$ cat config.mk
export PLATFORM = sky130hd
export DESIGN_NAME = serial_word_rx
export DESIGN_NICKNAME = d
export VERILOG_FILES = /design/src/rtl/serial_word_rx.sv
export SDC_FILE = /design/constraint.sdc
export NUM_CORES = 1
export LEC_CHECK = 0
export CORE_AREA = 2 2 39 41
export CTS_BUF_LIST = sky130_fd_sc_hd__clkbuf_16
export CTS_CLUSTER_DIAMETER = 40
export DETAILED_ROUTE_END_ITERATION = 16
export DIE_AREA = 0 0 41 43
export DONT_BUFFER_PORTS = 1
export HOLD_SLACK_MARGIN = 0.05
export PLACE_DENSITY = 0.82
export SYNTH_ARGS = -nofsm -noshare
export SYNTH_HDL_FRONTEND = slang
export SYNTH_SLANG_ARGS = --single-unit
export TNS_END_PERCENT = 5
$ cat constraint.sdc
create_clock -name clk -period 2 [get_ports clk]
set_input_delay 0.4 -clock clk [delete_from_list [all_inputs] [get_ports clk]]
set_output_delay 0.4 -clock clk [all_outputs]
set_load 0.005 [all_outputs]
$ cat src/rtl/serial_word_rx.sv
// Serial-to-parallel receiver: assembles WIDTH serial bits into a word and holds it
// in a one-entry valid/ready output buffer. Define SER_RX_PARITY_EN to add an even-parity bit per frame.
module serial_word_rx #(
  parameter int WIDTH = 4
) (
  input  logic             clk,
  input  logic             reset,
  input  logic             ser_in,
  input  logic             ser_valid,
  input  logic             shift_right,
  input  logic             frame_clr,
  output logic [WIDTH-1:0] data_out,
  output logic             data_valid,
  input  logic             data_ready,
  output logic             busy,
  output logic             overrun,
  output logic             parity_err
);

  localparam int            CW       = $clog2(WIDTH + 1);
  localparam logic [CW-1:0] LAST_CNT = CW'(WIDTH - 1);

`ifdef SER_RX_PARITY_EN
  typedef enum logic [1:0] {
    ST_IDLE   = 2'd0,
    ST_DATA   = 2'd1,
    ST_PARITY = 2'd2
  } state_e;
`else
  typedef enum logic [1:0] {
    ST_IDLE = 2'd0,
    ST_DATA = 2'd1
  } state_e;
`endif

  state_e           state_q, state_d;
  logic [CW-1:0]    count_q, count_d;
  logic [WIDTH-1:0] sh_q, sh_d;
  logic             dir_q, dir_d;
  logic [WIDTH-1:0] data_q, data_d;
  logic             data_valid_q, data_valid_d;
  logic             busy_q, busy_d;
  logic             overrun_q, overrun_d;
`ifdef SER_RX_PARITY_EN
  logic             parity_err_q, parity_err_d;
`endif

  logic [WIDTH-1:0] shifted;
  logic [WIDTH-1:0] first_word;
  logic [WIDTH-1:0] done_word;
  logic             word_done;
  logic             can_load;
  logic             load;

  // State register
  // NOTE: sequential state uses non-blocking assignments so every flop samples pre-edge values.
  always_ff @(posedge clk) begin
    if (reset) begin
      state_q      <= ST_IDLE;
      count_q      <= '0;
      sh_q         <= '0;
      dir_q        <= 1'b0;
      data_q       <= '0;
      data_valid_q <= 1'b0;
      busy_q       <= 1'b0;
      overrun_q    <= 1'b0;
`ifdef SER_RX_PARITY_EN
      parity_err_q <= 1'b0;
`endif
    end else begin
      state_q      <= state_d;
      count_q      <= count_d;
      sh_q         <= sh_d;
      dir_q        <= dir_d;
      data_q       <= data_d;
      data_valid_q <= data_valid_d;
      busy_q       <= busy_d;
      overrun_q    <= overrun_d;
`ifdef SER_RX_PARITY_EN
      parity_err_q <= parity_err_d;
`endif
    end
  end

  // Next-state logic; frame_clr always returns to IDLE.
  // NOTE: every always_comb output gets a default first, so no path can infer a latch.
  always_comb begin
    state_d = state_q;
    if (frame_clr) begin
      state_d = ST_IDLE;
    end else if (ser_valid) begin
      case (state_q)
        ST_IDLE: state_d = ST_DATA;
        ST_DATA: begin
          if (count_q == LAST_CNT) begin
`ifdef SER_RX_PARITY_EN
            state_d = ST_PARITY;
`else
            state_d = ST_IDLE;
`endif
          end
        end
`ifdef SER_RX_PARITY_EN
        ST_PARITY: state_d = ST_IDLE;
`endif
        default: state_d = ST_IDLE;
      endcase
    end
  end

  // Bit order is latched from the first bit; later shift_right changes are ignored.
  assign shifted    = dir_q ? {ser_in, sh_q[WIDTH-1:1]} : {sh_q[WIDTH-2:0], ser_in};
  assign first_word = shift_right ? {ser_in, {(WIDTH-1){1'b0}}}
                                  : {{(WIDTH-1){1'b0}}, ser_in};

`ifdef SER_RX_PARITY_EN
  assign word_done = ser_valid && !frame_clr && (state_q == ST_PARITY);
  assign done_word = sh_q;
`else
  assign word_done = ser_valid && !frame_clr && (state_q == ST_DATA) && (count_q == LAST_CNT);
  assign done_word = shifted;
`endif

  // The buffer can take a new word when empty or when it is being drained this same cycle.
  assign can_load = !data_valid_q || data_ready;
  assign load     = word_done && can_load;

  // Output / datapath logic
  always_comb begin
    count_d      = count_q;
    sh_d         = sh_q;
    dir_d        = dir_q;
    data_d       = data_q;
    data_valid_d = data_valid_q;
    overrun_d    = word_done && !can_load;
`ifdef SER_RX_PARITY_EN
    parity_err_d = parity_err_q;
`endif

    if (frame_clr) begin
      count_d = '0;
      sh_d    = '0;
    end else if (ser_valid) begin
      case (state_q)
        ST_IDLE: begin
          sh_d    = first_word;
          dir_d   = shift_right;
          count_d = CW'(1);
        end
        ST_DATA: begin
          sh_d = shifted;
          if (count_q == LAST_CNT) begin
`ifdef SER_RX_PARITY_EN
            count_d = CW'(WIDTH);
`else
            count_d = '0;
`endif
          end else begin
            count_d = count_q + CW'(1);
          end
        end
        default: count_d = '0;
      endcase
    end

    if (load) begin
      data_d       = done_word;
      data_valid_d = 1'b1;
`ifdef SER_RX_PARITY_EN
      parity_err_d = (^sh_q) != ser_in;
`endif
    end else if (data_valid_q && data_ready) begin
      data_valid_d = 1'b0;
    end

    busy_d = (state_d != ST_IDLE);
  end

  assign data_out   = data_q;
  assign data_valid = data_valid_q;
  assign busy       = busy_q;
  assign overrun    = overrun_q;
`ifdef SER_RX_PARITY_EN
  assign parity_err = parity_err_q;
`else
  assign parity_err = 1'b0;
`endif

endmodule

After elaboration in Yosys (flattened, before gate mapping). Cells that the tools add are included.

Add/subtract/negate cells: 1. Eq/ne operators: 2. Multiplexer cells: 11. Bitwise gates (word level): 1. Reductions and logical operators: 17.

Operators with widths (count): 2-to-1 mux 4 bit (2); one-hot mux 4 bit (2 select lines) (1); logical AND 1 bit (6); 2-to-1 mux 2 bit (3); one-hot mux 3 bit (2 select lines) (1); nonzero test 2 bit (3); one-hot mux 2 bit (2 select lines) (1); adder 3 x 1 -> 3 bit, second input constant (1); == test 3 x 2 -> 1 bit, second input constant (1); logical NOT 1 bit (3); 2-to-1 mux 3 bit (1); AND reduction 3 bit (1); == test 2 x 1 -> 1 bit, second input constant (1); logical NOT 2 bit (1); 2-to-1 mux 1 bit (2); AND reduction 2 bit (1); OR reduction 2 bit (1); logical OR 1 bit (1); inverter 1 bit (1).

Register bits after elaboration: 17. Input bits: 7. Output and inout port bits: 8.

Depth between registers and ports, before layout. Gate-level depths: netlist of the first run.

Depth in word-level cells: 6. Gate-level depth with buffers: 4.

Worst setup path before layout of the first run. OpenSTA, ideal clock, no wires.

Kind: register -> register. Start point: reg dir_q. End point: reg sh_q[0]. Setup time: 0.123 ns. Arrival: 1.067 ns. Data required time: 1.877 ns. Slack: 0.810 ns. Cell stages (with the launch flop): 4. Clock period less this slack: 1.190 ns. Path through: dfxtp_1 -> mux2_2 -> a221oi_1 -> nor2_1.

Longest elaborated chain between the ends: 2.

RTL lines: start: declaration (RTL line 39) `logic dir_q, dir_d;`; start signal: assignment (RTL line 74) `dir_q <= dir_d;`; 2-to-1 mux 4 bit (RTL line 112) `assign shifted = dir_q ? {ser_in, sh_q[WIDTH-1:1]} : {sh_q[WIDTH-2:0], ser_in};`; one-hot mux 4 bit (2 select lines) (RTL line 144) `case (state_q)`; end signal: assignment (RTL line 61) `sh_q <= '0;`; end signal: assignment (RTL line 73) `sh_q <= sh_d;`; end: declaration (RTL line 38) `logic [WIDTH-1:0] sh_q, sh_d;`.

No other way between the ends. A chain may end at the register's enable or synchronous reset.

Final worst setup path of the first run.
Start point: reg state_q[0]. End point: reg data_q[0] (netlist: data_out[0]).

Longest elaborated chain between the ends: 4.

RTL lines: start: declaration (RTL line 36) `state_e state_q, state_d;`; start signal: assignment (RTL line 71) `state_q <= state_d;`; == test 2 x 1 -> 1 bit (RTL line 120) `assign word_done = ser_valid && !frame_clr && (state_q == ST_DATA) && (count_q == LAST_CNT);`; logical AND 1 bit (2 in a row) (RTL line 120); logical AND 1 bit (RTL line 126) `assign load = word_done && can_load;`; end signal: assignment (RTL line 75) `data_q <= data_d;`; end: declaration (RTL line 40) `logic [WIDTH-1:0] data_q, data_d;`.

No other way between the ends.

==> results by group, run 1 <==
Flow run
  – Maxcap violations: 0

Pwr
  – PD cells: roughly 900 nW/µm²
  – Design Power: between 0.0007 and 0.0008 W
  – Worst IR Drop VDD: 0.4915 mV
  – Clk pwr share: about half
  – Switching Fraction: 20.08%
  – Pint: between 0.0006 and 0.0007 W
  – Combinational group share of total power: around 4.3%
  – Switching pwr: 0.0001578 W
  – Pleak: 0.3023 nW
  – Sequential power share: approximately 45%

Timing
  – Hold slack: 0.2134 ns
  – Crit share post-route: between 70 and 80%
  – Slew margin rel.: 65.80%
  – Unrepaired setup endpoints after global routing: no
  – Fin Setup TNS: 0 ns
  – Post-route minimum period: approximately 1.5 ns
  – Final setup viols: 0
  – Highest clock rate: 653.9 MHz
  – Clk_skew: 0.0009242 ns
  – Slew Viols, Final: 0
  – Worst Tran Pin Value: around 0.51 ns
  – Hold Fails Final Rpt: 0

Critical path
  – Critical path required time: 2.16 ns
  – CP arrival: 1.69 ns
  – R2r worst-path depth: 3
  – Crit. End Element: flop
  – Worst setup path class: flop to flop
  – Critical-path maximum fanout: 14
  – CP startpoint kind: flop

Yosys
  – Syn_nets: between 90 and 100
  – Synth top area cells: dfxtp_1 43%, mux2_2 5.7%, nor3_1 4.5%
  – Count of state elements after synthesis: 17
  – Top_reg_cell synth: dfxtp_1
  – Warnings from Yosys: 0
  – Post-synthesis average cell area: 9.046 µm²
  – Synth top area share: between 40% and 50%
  – Synth area leader: dfxtp_1
  – Post-Synthesis Cells: 87
  – EDFF count, synth: 0
  – Ys async rst share: 0%
  – Count leader, synth: dfxtp_1
  – Post-synthesis sequential area ratio: approximately 43%
  – Cell Area, Synth: about 800 µm²
  – Synth unique cells: 32
  – Synth cell count leaders: 17 x dfxtp_1, 7 x nor2_1, 7 x nor3_1

Floorplan
  – CORE AREA: between 1000 and 1500 µm²
  – Die Height: 43 µm
  – IO Pins: 15
  – Placement row count: 14
  – Die ar.: roughly 1800 µm²
  – Die Wd: 41 µm
  – Initial core utilization: 56.87%

GRT
  – Vias in the first global route: ~600
  – Largest net degree at the start of global routing: 15
  – Gr ovfl total: 0
  – Initial antenna violation count: 0
  – Global Route Usage Sum: roughly 24%
  – First-pass GRT wire length: ~2800 µm

Clock tree
  – Post-CTS resize count: 0
  – Worst-path clk slew: 0.05 ns
  – Post-CTS Setup Inserts: 0
  – Post-CTS Hold Buffers: 0
  – Worst skew pair latency: ~0.25 ns
  – TritonCTS Buffers: 3
  – Clock root buffer: clkbuf_16
  – Clock buffer depth: 2
  – CTS tree: done
  – Clock Sinks: 17
  – H-tree Lvls: 1

Cells and area
  – Ant. Diodes: 0
  – Layout cells sized above 1: between 10% and 20%
  – Area added between synthesis and finish: 8.744%
  – # fillers: between 100 and 150
  – Nets: 96

Routing
  – Via/cell ratio: 6.621
  – Antenna Nets Post-Route: 0
  – Drc violations: 0
  – DR iter-0 viols: 23
  – Wire per inst: 17.18 µm
  – Total vias in the final route: a little under 700
  – Detailed Route WL: between 1500 and 2000 µm
  – Detailed-router iteration count before antenna repair: 4

Place
  – Final HPWL DP: between 1000 and 1500 µm
  – PortBufs: 0
  – Placer Congestion: roughly 0.74

Worst hold path
  – Min-Delay Path Class: input pin to flop
  – Hold path depth: 1

Outcome
  – Run status: completed
==> worst max-delay path: stages, from the launching register on <==
cell	delay (ns)
dfxtp_1	0.58
nor2b_1	0.50
a31oi_1	0.16
nor3_1	0.21
==> per-stage QoR <==
stage               cell area (µm²)  utilization, %  setup slack (ns)  std cells
floorplan                     787.0               -            0.8103         87
global placement              775.7           56.06            0.6302         99
detailed placement            775.7           56.06            0.5890         99
CTS                           855.8           61.84            0.5458        103
global route                  855.8           61.84            0.3950        103
finish                        855.8           61.84            0.4707        103
==> cell type report <==
cell class | instances | area [µm²] | share of cell area [%]
well taps | 16 | 20.02 | 2.339
clock inverters | 1 | 5.005 | 0.5848
clock buffers | 3 | 75.07 | 8.772
multi-input cells | 65 | 411.6 | 48.10
flip-flops and latches | 17 | 340.3 | 39.77
inverters | 1 | 3.754 | 0.4386
==> per-layer routing <==
| layer | share of wire (%) | track usage [%] | up-vias |
|---|---|---|---|
| li1 | - | - | 321 |
| met1 | 41 | 27.67 | 320 |
| met2 | 48 | 37.81 | 32 |
| met3 | 7.6 | 6.283 | 9 |
| met4 | 3.2 | 14.00 | 0 |
| met5 | 0 | 0 | - |
==> path summary, 6_finish.rpt <==
path	to	from	slack, ns
setup / recovery	data_out[0]$_SDFFE_PP0P_	state_q[0]$_SDFF_PP0_	0.47
hold / removal	data_valid$_SDFFE_PP0P_	reset	0.21
setup reg to reg	data_out[0]$_SDFFE_PP0P_	state_q[0]$_SDFF_PP0_	0.47
hold reg to reg	sh_q[2]$_SDFFE_PP0P_	sh_q[2]$_SDFFE_PP0P_	0.49
==> power by group through the flow <==
stage          combinational (W)  sequential (W)  clock [W]
2_1_floorplan          0.0000379        0.000355          0
3_3_place_gp           0.0000319        0.000358          0
3_5_place_dp           0.0000329        0.000358          0
4_1_cts                0.0000334        0.000351   0.000403
5_1_grt                0.0000376        0.000352   0.000419
6_report               0.0000340        0.000352   0.000400
==> sequential cells by signal (all words and copies together) (netlist names) <==
name        count
data_valid      1
state_q         2
count_q         3
dir_q           1
sh_q            4
overrun         1
data_out        4
busy            1
==> layout by cell type, fill, tap and decap left out, drive strengths merged, types with 2 or more instances in the layout <==
| master | n |
|---|---|
| a21oi | 5 |
| a31oi | 4 |
| clkbuf | 3 |
| dfxtp | 17 |
| mux2 | 4 |
| nand2 | 4 |
| nand2b | 2 |
| nand3 | 3 |
| nor2 | 7 |
| nor2b | 4 |
| nor3 | 7 |
| nor3b | 2 |
| nor4 | 4 |
| o21ai | 4 |
==> cells by family (layout without fill, tap and decap cells) <==
kind of cell,count (synthesis),in the layout,synth area share [%]
and+or+nand+nor,40,40,29.09
AOI/OAI and AO/OA,19,19,15.42
DFF,17,17,43.24
buffers and inverters,5,5,4.450
muxes,4,4,5.723
adders and majority gates,1,1,1.590
other,1,1,0.4765
Power figures use the tool's default switching activity.
==> run 2: changes to the inputs <==
CORE_AREA = default   (was 2 2 39 41)
CORE_UTILIZATION = 53   (was default)
DIE_AREA = default   (was 0 0 41 43)
PLACE_DENSITY = 0.78   (was 0.82)
clock period = 1.4 ns   (was 2 ns; I/O delays follow)
==> run 2 against run 1 <==
Against the previous run:
- sequential share of layout area shrank 0.57 points
- critical path depth is the same
- flip-flop and latch count is the same
- design area grew 1.5%
- utilization grew 3.3 points
- final cell count grew 0.97%
- combinational power grew 58%
- worst hold slack lost 0.12 ns
- clock power grew 42%
==> results by group, run 2 (synthesized netlist as in run 1, its figures left out) <==
Clock tree
  – CTS tree: done
  – H-tree Lvls: 1
  – Clock Sinks: 17
  – Clock buffer depth: 2
  – TritonCTS Buffers: 3
  – Clock root buffer: clkbuf_16
  – Post-CTS Hold Buffers: 0
  – Worst-path clk slew: about 0.05 ns
  – Worst skew pair latency: 0.25 ns

GRT
  – Global Route Usage Sum: 23.20%
  – First-pass GRT wire length: around 2400 µm
  – Vias in the first global route: roughly 570
  – Initial antenna violation count: 0
  – Largest net degree at the start of global routing: 13
  – Gr ovfl total: 0

Worst hold path
  – Min-Delay Path Class: input pin to flop

Place
  – Placed Instances: 100
  – PortBufs: 0
  – Final HPWL DP: approximately 1100 µm
  – Placer Congestion: approximately 0.73

Routing
  – Drc violations: 0
  – Detailed-router iteration count before antenna repair: 4
  – Wire per inst: between 15 and 20 µm
  – DR iter-0 viols: 11
  – Via/cell ratio: approximately 6.3
  – Antenna Nets Post-Route: 0
  – Total vias in the final route: about 650
  – Detailed Route WL: between 1500 and 2000 µm

Critical path
  – Critical path required time: 1.52 ns
  – CP arrival: 1.49 ns
  – Worst setup path class: flop to flop
  – Critical-path maximum fanout: 5
  – CP startpoint kind: flop
  – Crit. End Element: flop

Timing
  – Slew Viols, Final: 0
  – Highest clock rate: around 730 MHz
  – Unrepaired setup endpoints after global routing: yes
  – Hold Fails Final Rpt: 0
  – Crit share post-route: between 90% and 100%
  – Fin Setup TNS: 0 ns
  – Final setup viols: 0
  – Clk_skew: between 0.0015 and 0.002 ns
  – Post-route minimum period: approximately 1.4 ns
  – Hold slack: around 0.094 ns

Cells and area
  – Most common cell after layout, fill and taps aside: dfxtp_1
  – Area added between synthesis and finish: 10.33%
  – Nets: just under 100
  – Non-Filler Instances: ~100
  – Ant. Diodes: 0
  – Layout cells sized above 1: a little over an eighth
  – Commonest cells after routing, fill and taps aside: 17 x dfxtp_1, 7 x nor2_1, 7 x nor3_1

Pwr
  – PD cells: between 1000 and 1500 nW/µm²
  – Worst IR Drop VDD: 0.8397 mV
  – Design Power: ~0.0011 W
  – Pleak: around 0.31 nW

Floorplan
  – Initial core utilization: around three fifths
  – Placement row count: 13
  – Die ar.: roughly 1600 µm²
  – Die Height: about 41 µm
  – IO Pins: 15
  – Die Wd: ~41 µm
  – CORE AREA: approximately 1300 µm²

Outcome
  – Run status: completed

Flow run
  – Maxcap violations: 0
==> run 2: changes by cell type in the layout (fill, tap and decap cells not counted) <==
cell	previous run	this run
buf_4	0	2
clkinv_2	1	0
inv_1	1	2
==> run 2: final cells by class <==
cell class	instances	area [µm²]
inverter	1	3.754
sequential	17	340.3
multi-input combinational	65	411.6
clock inverter	1	3.754
timing repair buffer	2	15.01
fill	119	465.4
clock buffer	3	75.07
tap	15	18.77
==> run 2: per-stage QoR <==
step / area, µm² / setup WS [ns] / util (%)
detailed placement: 789.5 / 0.08684 / 59.19
floorplan: 787.0 / 0.2103 / -
finish: 868.3 / 0.03905 / 65.10
global route: 868.3 / -0.009512 / 65.10
CTS: 868.3 / 0.08075 / 65.10
global placement: 789.5 / 0.1528 / 59.19
==> run 2: repair_timing <==
action	CTS	global route
setup buffers	0	0
resized for setup	0	0
endpoints found under the setup margin	0	2
==> run 2: final timing paths <==
path / depth (start not counted) / slack [ns] / startpoint / endpoint
setup / recovery: 3 / 0.04 / dir_q$_SDFFE_PP0P_ / data_out[1]$_SDFFE_PP0P_
hold / removal: 1 / 0.09 / reset / dir_q$_SDFFE_PP0P_
setup reg to reg: 3 / 0.04 / dir_q$_SDFFE_PP0P_ / data_out[1]$_SDFFE_PP0P_
hold reg to reg: 2 / 0.47 / sh_q[1]$_SDFFE_PP0P_ / sh_q[1]$_SDFFE_PP0P_
==> run 2: routing by layer <==
metal	share of wire (%)	vias up	track usage, %
li1	-	324	-
met1	46	310	29.77
met2	47	15	34.13
met3	5.6	2	10.56
met4	1.2	0	7.500
met5	0	-	0
==> run 2: where the power goes <==
group	internal [W]	total [W]	switching [W]
Clock	0.000380	0.000568	0.000188
Combinational	0.0000257	0.0000538	0.0000281
Sequential	0.000493	0.000500	0.00000732
==> run 2: critical path, stage by stage, from the launching register on <==
cell	delay, ns
dfxtp_1	0.41
mux2_2	0.37
nor4_1	0.37
nor3_1	0.10
==> RTL change (flow settings as in run 2) <==
`WIDTH`: 4 -> 8.
--- a/src/rtl/serial_word_rx.sv
+++ b/src/rtl/serial_word_rx.sv
@@ -2,5 +2,5 @@
 // in a one-entry valid/ready output buffer. Define SER_RX_PARITY_EN to add an even-parity bit per frame.
 module serial_word_rx #(
-  parameter int WIDTH = 4
+  parameter int WIDTH = 8
 ) (
   input  logic             clk,
Ports: changed (resized data_out); port bits go from 15 to 19. The function was not compared with the original's and may differ.
==> RTL change against run 2 <==
Sequential cell count rose by 9; area after synthesis rose by 54%; total power rose by 32%; non-clock buffer count rose by 5; sequential share of layout area fell by 1.2 points; first-iteration DRC count rose to 3.4 times the old value; routed wire length rose by 89%; setup slack got worse by 0.027 ns; design area rose by 59%; clock skew rose by 0.0011 ns; via count rose by 64%; critical path depth rose by 2; critical endpoint unchanged; highest routed layer unchanged.
==> RTL change: results <==
export IMPL_met3_usage=0.07407
export IMPL_reg2reg_depth=5
export IMPL_leakage_nw=0.4541
export IMPL_synthTopCellsByCount="dfxtp_1, nor3_1, a31oi_1, mux2_2, nor2_1"
export IMPL_grt_pass1_wl_mm=4.264
export IMPL_p_clk_uw=642
export IMPL_placed_area_um2=1229
export IMPL_drive_gt1_frac=0.2632
export IMPL_wl_mm=2.995
export IMPL_path_max_fanout=9
export IMPL_grtUsageMet1=0.2827
export IMPL_hpwl_mm=1.839
export IMPL_first_iter_violations=37
export IMPL_swShare=0.2121
export IMPL_grt_use_met2=0.3559
export IMPL_dr_total_vias=1069
export IMPL_synth_top_cells_by_area="dfxtp_1, mux2_2, a31oi_1, nor3_1, nor4_1"
export IMPL_grt_total_usage=0.2321
export IMPL_final_util=0.6705
export IMPL_dp_slack_ns=-0.01553
export IMPL_status="complete, no violations"
export IMPL_fin_worst_skew_ns=0.003014
export IMPL_synth_seq_area_share=0.4289
export IMPL_syn_inst=134
export IMPL_drt_pass1_iterations=5
export IMPL_power_frac_seq=0.515
export IMPL_first_global_vias=933
-- RTL change: worst max-delay path: stages, from the launching register on --
cell      delay, ns
dfxtp_2        0.37
ha_4           0.17
nand4b_1       0.12
buf_4          0.21
nor4_1         0.29
nor3_1         0.09
-- RTL change: repair_timing --
| action | CTS | global route |
|---|---|---|
| gates resized for setup | 4 | 11 |
| endpoints found under the setup margin | 8 | 8 |
| pin swaps | 0 | 0 |
| endpoints found under the hold margin | 0 | 0 |
| gates cloned | 0 | 1 |
-- RTL change: routing by layer --
metal | vias up | part of all wire
li1 | 497 | -
met5 | - | 0
met1 | 506 | 0.40
met2 | 59 | 0.49
met3 | 7 | 0.090
met4 | 0 | 0.023
-- RTL change: worst max-delay path by stage --
stage / start / to / slack, ns / cells after the start
final: count_q[0] / data_out[1] / 0.01 / 5
after floorplan: state_q[1] / data_out[1] / 0.04 / 5
after detailed placement: count_q[0] / data_out[6] / -0.02 / 5
after global placement: count_q[0] / data_out[0] / 0.06 / 4
after CTS: count_q[0] / data_out[3] / 0.01 / 5
after global routing: count_q[0] / data_out[1] / -0.07 / 5
-- RTL change: layout make-up --
cell class | instances | area share
repair buffers | 7 | 0.03801
inverters | 2 | 0.005430
clock buffers | 3 | 0.05430
multi-input cells | 94 | 0.4950
flip-flops and latches | 26 | 0.3801
well taps | 27 | 0.02443
clock inverters | 1 | 0.002715
-- RTL change: kinds of logic after synthesis --
family / Yosys count / share of synthesized area
AO/OA/AOI/OAI: 29 / 0.1546
adder cells (fa/ha/maj): 1 / 0.01031
buffers and inverters: 15 / 0.06495
flip-flops: 26 / 0.4289
multiplexers: 9 / 0.08351
other: 1 / 0.003090
AND/OR/NAND/NOR: 53 / 0.2546
